<file path="config.mk">
export PLATFORM = sky130hd
export DESIGN_NAME = uart_cmd_master
export DESIGN_NICKNAME = d
export VERILOG_FILES = /design/src/rtl/uart_cmd_master.sv
export SDC_FILE = /design/constraint.sdc
export NUM_CORES = 1
export LEC_CHECK = 0
export BUFFER_PORTS_ARGS = -buffer_cell sky130_fd_sc_hd__buf_2
export CORE_MARGIN = 4
export CORE_UTILIZATION = 52
export DETAILED_ROUTE_END_ITERATION = 6
export PLACE_DENSITY = 0.75
export SLEW_MARGIN = 20
export SYNTH_ARGS = -nofsm -noshare
export SYNTH_HDL_FRONTEND = slang
export SYNTH_SLANG_ARGS = --single-unit
</file>
<file path="constraint.sdc">
create_clock -name clk -period 2 [get_ports clk]
set_input_delay 0.2 -clock clk [delete_from_list [all_inputs] [get_ports clk]]
set_output_delay 0.2 -clock clk [all_outputs]
set_load 0.05 [all_outputs]
</file>
<file path="src/rtl/uart_cmd_master.sv">
// uart_cmd_master: byte-command bus master on a uart_chip, bridging 'W'/'R' commands to a 16-bit memory port.
// Optional build macro UART_CMD_AUTOINC_EN adds the 'w'/'r' auto-increment opcodes.
`default_nettype none
module uart_cmd_master #(
  parameter logic [7:0] STATUS_ADDR    = 8'h00,
  parameter logic [7:0] DATA_ADDR      = 8'h01,
  parameter int         TIMEOUT_CYCLES = 2_700_000,
  parameter int         TX_GUARD       = 3
) (
  input  logic        clk,
  input  logic        reset_n,
  output logic [7:0]  AB,
  output logic [7:0]  DO,
  input  logic [7:0]  DI,
  output logic        CS,
  output logic        WE,
  output logic [15:0] mem_addr,
  output logic [7:0]  mem_wdata,
  input  logic [7:0]  mem_rdata,
  output logic        mem_en,
  output logic        mem_we,
  output logic        busy,
  output logic        cmd_err
);

  localparam logic [7:0]  OP_W       = 8'h57;
  localparam logic [7:0]  OP_R       = 8'h52;
`ifdef UART_CMD_AUTOINC_EN
  localparam logic [7:0]  OP_WI      = 8'h77;
  localparam logic [7:0]  OP_RI      = 8'h72;
`endif
  localparam logic [7:0]  RPL_OK     = 8'h2E;
  localparam logic [7:0]  RPL_ERR    = 8'h3F;
  localparam logic [23:0] TMO_LAST   = 24'(TIMEOUT_CYCLES - 1);
  localparam logic [7:0]  GUARD_LAST = 8'(TX_GUARD);

  typedef enum logic [3:0] {
    S_RX_POLL, S_RX_PWAIT, S_RX_PCHK, S_RX_READ, S_RX_RWAIT, S_DECODE,
    S_MEM, S_MEM_WAIT, S_MEM_LATCH,
    S_TX_POLL, S_TX_PWAIT, S_TX_PCHK, S_TX_WRITE, S_TX_GUARD
  } state_t;

  state_t      r_state;
  logic [1:0]  r_cnt;
  logic [7:0]  r_op;
  logic [7:0]  r_buf1;
  logic [7:0]  r_buf2;
  logic [7:0]  r_buf3;
  logic [7:0]  r_reply;
  logic [23:0] r_tmo;
  logic [7:0]  r_guard;
`ifdef UART_CMD_AUTOINC_EN
  logic [15:0] r_last_addr;
`endif

  logic [7:0]  w_op;
  logic        w_known;
  logic [1:0]  w_last_idx;
  logic [15:0] w_addr;
  logic [7:0]  w_wdata;
  logic        w_is_wr;

  // The opcode byte is still on DI while the first byte is being decoded.
  assign w_op = (r_cnt == 2'd0) ? DI : r_op;

  always_comb begin
    w_known    = 1'b1;
    w_last_idx = 2'd0;
    case (w_op)
      OP_W:    w_last_idx = 2'd3;
      OP_R:    w_last_idx = 2'd2;
`ifdef UART_CMD_AUTOINC_EN
      OP_WI:   w_last_idx = 2'd1;
      OP_RI:   w_last_idx = 2'd0;
`endif
      default: w_known = 1'b0;
    endcase
  end

  always_comb begin
    w_addr  = {r_buf1, r_buf2};
    w_wdata = r_buf3;
    w_is_wr = (r_op == OP_W);
`ifdef UART_CMD_AUTOINC_EN
    if (r_op == OP_WI || r_op == OP_RI) begin
      w_addr  = r_last_addr + 16'd1;
      w_wdata = r_buf1;
      w_is_wr = (r_op == OP_WI);
    end
`endif
  end

  always_ff @(posedge clk or negedge reset_n) begin
    if (!reset_n) begin
      r_state     <= S_RX_POLL;
      AB          <= '0;
      DO          <= '0;
      CS          <= 1'b0;
      WE          <= 1'b0;
      mem_addr    <= '0;
      mem_wdata   <= '0;
      mem_en      <= 1'b0;
      mem_we      <= 1'b0;
      busy        <= 1'b0;
      cmd_err     <= 1'b0;
      r_cnt       <= '0;
      r_op        <= '0;
      r_buf1      <= '0;
      r_buf2      <= '0;
      r_buf3      <= '0;
      r_reply     <= '0;
      r_tmo       <= '0;
      r_guard     <= '0;
`ifdef UART_CMD_AUTOINC_EN
      r_last_addr <= '0;
`endif
    end else begin
      cmd_err <= 1'b0;
      if (r_state == S_DECODE || r_cnt == 2'd0)
        r_tmo <= '0;
      else if (r_tmo != TMO_LAST)
        r_tmo <= r_tmo + 24'd1;

      case (r_state)
        S_RX_POLL: begin
          CS <= 1'b1; WE <= 1'b0; AB <= STATUS_ADDR;
          r_state <= S_RX_PWAIT;
        end
        S_RX_PWAIT: begin
          CS <= 1'b0;
          r_state <= S_RX_PCHK;
        end
        S_RX_PCHK: begin
          // A pending byte beats an expiring timeout.
          if (DI[0]) begin
            r_state <= S_RX_READ;
          end else if (r_cnt != 2'd0 && r_tmo == TMO_LAST) begin
            r_cnt   <= '0;
            busy    <= 1'b0;
            cmd_err <= 1'b1;
            r_state <= S_RX_POLL;
          end else begin
            r_state <= S_RX_POLL;
          end
        end
        S_RX_READ: begin
          CS <= 1'b1; WE <= 1'b0; AB <= DATA_ADDR;
          r_state <= S_RX_RWAIT;
        end
        S_RX_RWAIT: begin
          CS <= 1'b0;
          r_state <= S_DECODE;
        end
        S_DECODE: begin
          busy <= 1'b1;
          case (r_cnt)
            2'd0:    r_op   <= DI;
            2'd1:    r_buf1 <= DI;
            2'd2:    r_buf2 <= DI;
            default: r_buf3 <= DI;
          endcase
          if (!w_known) begin
            cmd_err <= 1'b1;
            r_reply <= RPL_ERR;
            r_cnt   <= '0;
            r_state <= S_TX_POLL;
          end else if (r_cnt == w_last_idx) begin
            r_cnt   <= '0;
            r_state <= S_MEM;
          end else begin
            r_cnt   <= r_cnt + 2'd1;
            r_state <= S_RX_POLL;
          end
        end
        S_MEM: begin
          mem_en    <= 1'b1;
          mem_we    <= w_is_wr;
          mem_addr  <= w_addr;
          mem_wdata <= w_wdata;
          r_reply   <= RPL_OK;
`ifdef UART_CMD_AUTOINC_EN
          r_last_addr <= w_addr;
`endif
          r_state   <= S_MEM_WAIT;
        end
        S_MEM_WAIT: begin
          mem_en  <= 1'b0;
          mem_we  <= 1'b0;
          r_state <= mem_we ? S_TX_POLL : S_MEM_LATCH;
        end
        S_MEM_LATCH: begin
          r_reply <= mem_rdata;
          r_state <= S_TX_POLL;
        end
        S_TX_POLL: begin
          CS <= 1'b1; WE <= 1'b0; AB <= STATUS_ADDR;
          r_state <= S_TX_PWAIT;
        end
        S_TX_PWAIT: begin
          CS <= 1'b0;
          r_state <= S_TX_PCHK;
        end
        S_TX_PCHK: begin
          r_state <= DI[1] ? S_TX_POLL : S_TX_WRITE;
        end
        S_TX_WRITE: begin
          CS <= 1'b1; WE <= 1'b1; AB <= DATA_ADDR; DO <= r_reply;
          r_guard <= '0;
          r_state <= S_TX_GUARD;
        end
        S_TX_GUARD: begin
          CS <= 1'b0;
          WE <= 1'b0;
          if (r_guard == GUARD_LAST) begin
            busy    <= 1'b0;
            r_cnt   <= '0;
            r_state <= S_RX_POLL;
          end else begin
            r_guard <= r_guard + 8'd1;
          end
        end
        default: r_state <= S_RX_POLL;
      endcase
    end
  end

endmodule
`default_nettype wire

</file>
# == After elaboration in Yosys (flattened, before gate mapping) ==
# Index checks and enable logic that the tools add are counted.
# totals
reg_bits,124
inputBits,18
output_inout_bits,46
wordCells,111
# op_classes
n_addsub,3
n_eq_ne,27
muxes,35
bitwise_logic,1
n_reduce_logical,26
# ops
cell,count
4-bit one-hot mux with 14 select lines,1
24-bit 2-to-1 mux,2
8-bit one-hot mux with 2 select lines,2
24-bit by 1-bit adder with 24-bit output (second input constant),1
24-bit by 22-bit equality test with 1-bit output (second input constant),1
4-bit equality test (second input constant),6
8-bit by 7-bit equality test with 1-bit output (second input constant),3
8-bit 2-to-1 mux,3
24-bit by 22-bit != test with 1-bit output (second input constant),1
8-bit one-hot mux with 3 select lines,1
4-bit by 3-bit equality test with 1-bit output (second input constant),4
2-bit nonzero test,7
2-bit 2-to-1 mux,6
4-bit OR reduction,3
2-bit != test (second input constant),5
1-bit one-hot mux with 2 select lines,5
2-bit AND reduction,5
8-bit by 1-bit adder with 8-bit output (second input constant),1
4-bit by 2-bit equality test with 1-bit output (second input constant),2
8-bit by 2-bit equality test with 1-bit output (second input constant),1
1-bit 2-to-1 mux,8
4-bit 2-to-1 mux,2
3-bit 2-to-1 mux,2
2-bit one-hot mux with 3 select lines,1
16 further kinds,19

# == Logic depth before layout (Yosys ltp) ==
# logic_depth
word_depth,8
ltp_mapped,8

# == Worst setup path before layout ==
# No wires, ideal clock.
# synth_path
path_type,register to register
from,reg r_cnt[0]
to,reg r_state[1]
setup_time_ns,0.087
t_arrival_ns,1.985
slack_ns,-0.072
stages_incl_launch_ff,9
n_path_buf,1
cell_sequence,dfrtp_1 > inv_1 > ha_1 > clkbuf_1 > nand4b_1 > nor4b_1 > o21ai_0 > or3b_2 > o211ai_1
# synth_between
elab_chain_cells,8
word_cells_on_any_way,11
# synth_rtl
item,line,rtl
"start, declared",44,logic [1:0] r_cnt;
"start signal, assigned",171,r_cnt <= r_cnt + 2'd1;
2-bit logical NOT,64,assign w_op = (r_cnt == 2'd0) ? DI : r_op;
8-bit 2-to-1 mux,-,
8-bit by 7-bit equality test with 1-bit output,69,case (w_op)
2-bit one-hot mux with 2 select lines,69,
2-bit equality test,167,end else if (r_cnt == w_last_idx) begin
3-bit 2-to-1 mux,167,
4-bit 2-to-1 mux *,162,if (!w_known) begin
4-bit one-hot mux with 14 select lines *,124,case (r_state)
"end signal, assigned",189,r_state <= mem_we ? S_TX_POLL : S_MEM_LATCH;
"end signal, assigned",204,r_state <= DI[1] ? S_TX_POLL : S_TX_WRITE;
"end, declared",43,state_t r_state;
# Mark *: on every way between the ends. The rest lies on a longest branch, timed or not.
# A chain may end at the register's enable or synchronous reset.

# == Worst setup path in the final report ==
# layout_path
from,reg r_tmo[0]
to,reg r_cnt[1]
# layout_between
elab_chain_cells,4
# layout_rtl
item,line,rtl
"start, declared",50,logic [23:0] r_tmo;
"start signal, assigned",122,r_tmo <= r_tmo + 24'd1;
24-bit by 22-bit equality test with 1-bit output,137,end else if (r_cnt != 2'd0 && r_tmo == TMO_LAST) begin
1-bit logical AND,137,
2-bit != test (no line),-,
4-bit AND reduction (no line),-,
# No other way between the ends.

==> metrics.md <==
| Metric | Value |
|---|---|
| Status | `completed` |
| Finished Cell Area | `6860 um^2` |
| Met1 Usage GRT | `0.290` |
| Area grow syn2layout | `26.8%` |
| Final ANT Viol Nets | `0` |
| DR WL/cell | `17.0 um` |
| Initial antenna violation count | `0` |
| Worst Setup Path Type | `flop to flop` |
| CP startpoint kind | `flop` |
| Sequential cell area fraction in the yosys report | `0.541` |
| TritonCTS Sinks | `117` |
| Leakage power | `3.09 nW` |
| Most common cell after layout, fill and taps aside | `dfrtp_1` |
| Cts bufs inserted | `17` |
| Fin. Hold Viols | `0` |
| I/O Buffers | `56` |
| Most common flop cell mapped by yosys | `dfrtp_1` |
| Die height | `110 um` |
| Synthesis warning total | `0` |
| Largest net degree at the start of global routing | `50` |
| Syn_area_per_cell | `11.4 um^2` |
| H-tree levels | `4` |
| Inserted Diodes | `0` |
| Via count | `4096` |
| Peak VDD IR | `1.02 mV` |
| Post-Syn Area | `5410 um^2` |
| Post-placement cell count | `686` |
| Die Span X | `110 um` |
| Crit path arrival time | `2.33 ns` |
| Routed Wire Length | `12300 um` |
| Core Region | `9950 um^2` |
| Yosys top cell area share | `0.541` |
| Placer Congestion | `0.891` |
| Number of library cell types mapped by synthesis | `55` |
| Synth area leader | `dfrtp_1` |
| Most frequent cells in the layout | `dfrtp_1, mux2_2, buf_2, nor2_1, buf_4` |
| Drt via density | `5.63` |
| Minimum clock period | `1.93 ns` |
| Req. time, crit path | `2.40 ns` |
| First-pass GRT wire length | `20800 um` |
| Grt ovf | `0` |
| # Max-Cap Violations | `0` |
| Clock latency on the worst-skew pair | `0.53 ns` |
| Synthesized instance count | `473` |
| Fmax | `0.517 GHz` |
| Nets@finish | `609` |
| DR pass1 iterations | `4` |
| Die area | `12100 um^2` |
| Cell Count, Final, Fillers Out | `728` |
| Placed cell areas | `6120 um^2` |
| Gr usage total | `0.224` |
| Pwr dens | `1380 nW/um^2` |
| Final number of setup-violating endpoints | `0` |
| CTS tree | `done` |
| Iteration-0 DRC Markers | `189` |
| Clk root buf | `clkbuf_8` |
| FP Rows | `36` |
| Post-synthesis sequential element count | `117` |
| Skew final | `0.00894 ns` |
| GRT met3 Usage | `0.0542` |
| CTS max path bufs | `2` |
| Worst-path clk slew | `0.06 ns` |
| Synth area leaders | `dfrtp_1, mux2_2, nor2_1` |
| Final HPWL DP | `8370 um` |
| Share of layout cells above drive strength 1 | `0.355` |
| Post-synthesis async set-or-reset flop share | `1.00` |
| I/O Pins | `64` |
| RSZ-0062 raised after global routing | `yes` |
| Final Cycle Share | `0.966` |
| Number of synthesized flops with an enable pin | `0` |
| Final Slew Violations | `0` |
| Drt drc | `0` |
| Worst-path fanout max | `3` |
| Setup crit end kind | `flop` |
| Worst hold path class | `input port to flop` |
| Starting Density | `0.543` |
| Vias in the first global route | `4250` |
| Post-CTS Setup Repair Bufs | `0` |
| GRT Max-Usage Layer | `met2` |
| Met2 Use GR | `0.364` |
==> final timing paths <==
| kind | startpoint | endpoint | slack [ns] | cells past startpoint |
|---|---|---|---|---|
| worst max-delay path | r_tmo[0]$_DFFE_PN0P_ | r_cnt[1]$_DFFE_PN0P_ | 0.07 | 6 |
| max in group asynchronous | reset_n | r_tmo[1]$_DFFE_PN0P_ | 1.32 | 3 |
| worst min register to register | mem_addr[2]$_DFFE_PN0P_ | mem_addr[2]$_DFFE_PN0P_ | 0.50 | 1 |
| worst max register to register | r_tmo[0]$_DFFE_PN0P_ | r_cnt[1]$_DFFE_PN0P_ | 0.07 | 6 |
| min in group asynchronous | reset_n | r_reply[7]$_DFFE_PN0P_ | 0.12 | 2 |
| worst min-delay path | mem_rdata[4] | r_reply[4]$_DFFE_PN0P_ | 0.03 | 3 |
==> cells in the mapped netlist, types with 4 or more instances <==
library cell  instances
mux2_2               65
dfrtp_1             117
buf_1                 4
nor4b_1               7
o211ai_1              6
a21oi_1              21
buf_4                 7
nor3_1                6
nand2b_1              5
or3_1                13
nand4_1               8
and3_1                7
nor2_1               44
clkbuf_1              7
inv_1                 6
mux2i_1               4
xor2_1               18
nand3_1              13
buf_2                 7
o21ai_0              23
nand2_2               5
ha_1                  7
nand2_1              23
==> final cells by class <==
type / count / area (um^2)
Timing Repair Buffer: 111 / 763
Inverter: 7 / 26.3
Sequential cell: 117 / 2930
Tap cell: 133 / 166
Clock inverter: 9 / 129
Fill cell: 732 / 3090
Clock buffer: 21 / 449
Multi-Input combinational cell: 330 / 2400
==> what timing repair did <==
action,in CTS,in global routing
resized for setup,2,7
gates cloned,0,0
hold buffers,12,0
setup endpoints to repair,3,5
endpoints found under the hold margin,136,0
==> sequential cells by signal, indices dropped and copies added (netlist names), 8 cells and up <==
register,count
DO,8
r_tmo,24
mem_wdata,8
r_op,8
r_reply,8
r_guard,8
mem_addr,16
r_buf2,8
r_buf3,8
r_buf1,8
==> worst max-delay path, cell delays in order, from the launching register on <==
cell and delay, ns:
dfrtp_1 0.37, ha_1 0.18, nand2_1 0.06, or3_1 0.39, or4b_4 0.51, a21boi_4 0.18
o32ai_1 0.11
==> per-stage QoR <==
| stage | hold slack [ns] | TNS (ns) | utilization | power [mW] | worst slack [ns] |
|---|---|---|---|---|---|
| 5_1_grt | 0.0343 | -0.0607 | 0.689 | 9.92 | -0.0349 |
| 4_1_cts | 0.0144 | 0 | 0.685 | 9.52 | 0.0229 |
| 3_5_place_dp | 0.111 | -0.0482 | 0.614 | 6.51 | -0.0461 |
| 6_report | 0.0310 | 0 | 0.689 | 9.48 | 0.0674 |
| 2_1_floorplan | -0.0956 | 0 | - | 5.64 | 0.0155 |
| 3_3_place_gp | 0.104 | 0 | 0.614 | 6.40 | 0.0590 |
==> routing by layer <==
metal	share of wire	vias to the layer above
met5	0	-
met3	0.041	25
met1	0.44	2071
li1	-	1912
met2	0.50	88
met4	0.018	0
==> power by group <==
part / switching, mW / internal [mW]
clock network: 1.01 / 1.94
logic: 2.15 / 1.04
registers: 0.389 / 2.94
total: 3.55 / 5.93
==> cells by family (layout without fill, tap and decap cells) <==
family | Yosys count | count (layout) | share of synthesized area
other | 1 | 7 | 0.000693
XOR/XNOR | 20 | 20 | 0.0324
buffers and inverters | 32 | 148 | 0.0287
AND/OR/NAND/NOR | 158 | 158 | 0.160
flip-flops | 117 | 117 | 0.541
adder cells (fa/ha/maj) | 8 | 8 | 0.0180
multiplexers | 69 | 69 | 0.143
AO/OA/AOI/OAI | 68 | 68 | 0.0768
Power figures use the tool's default switching activity.
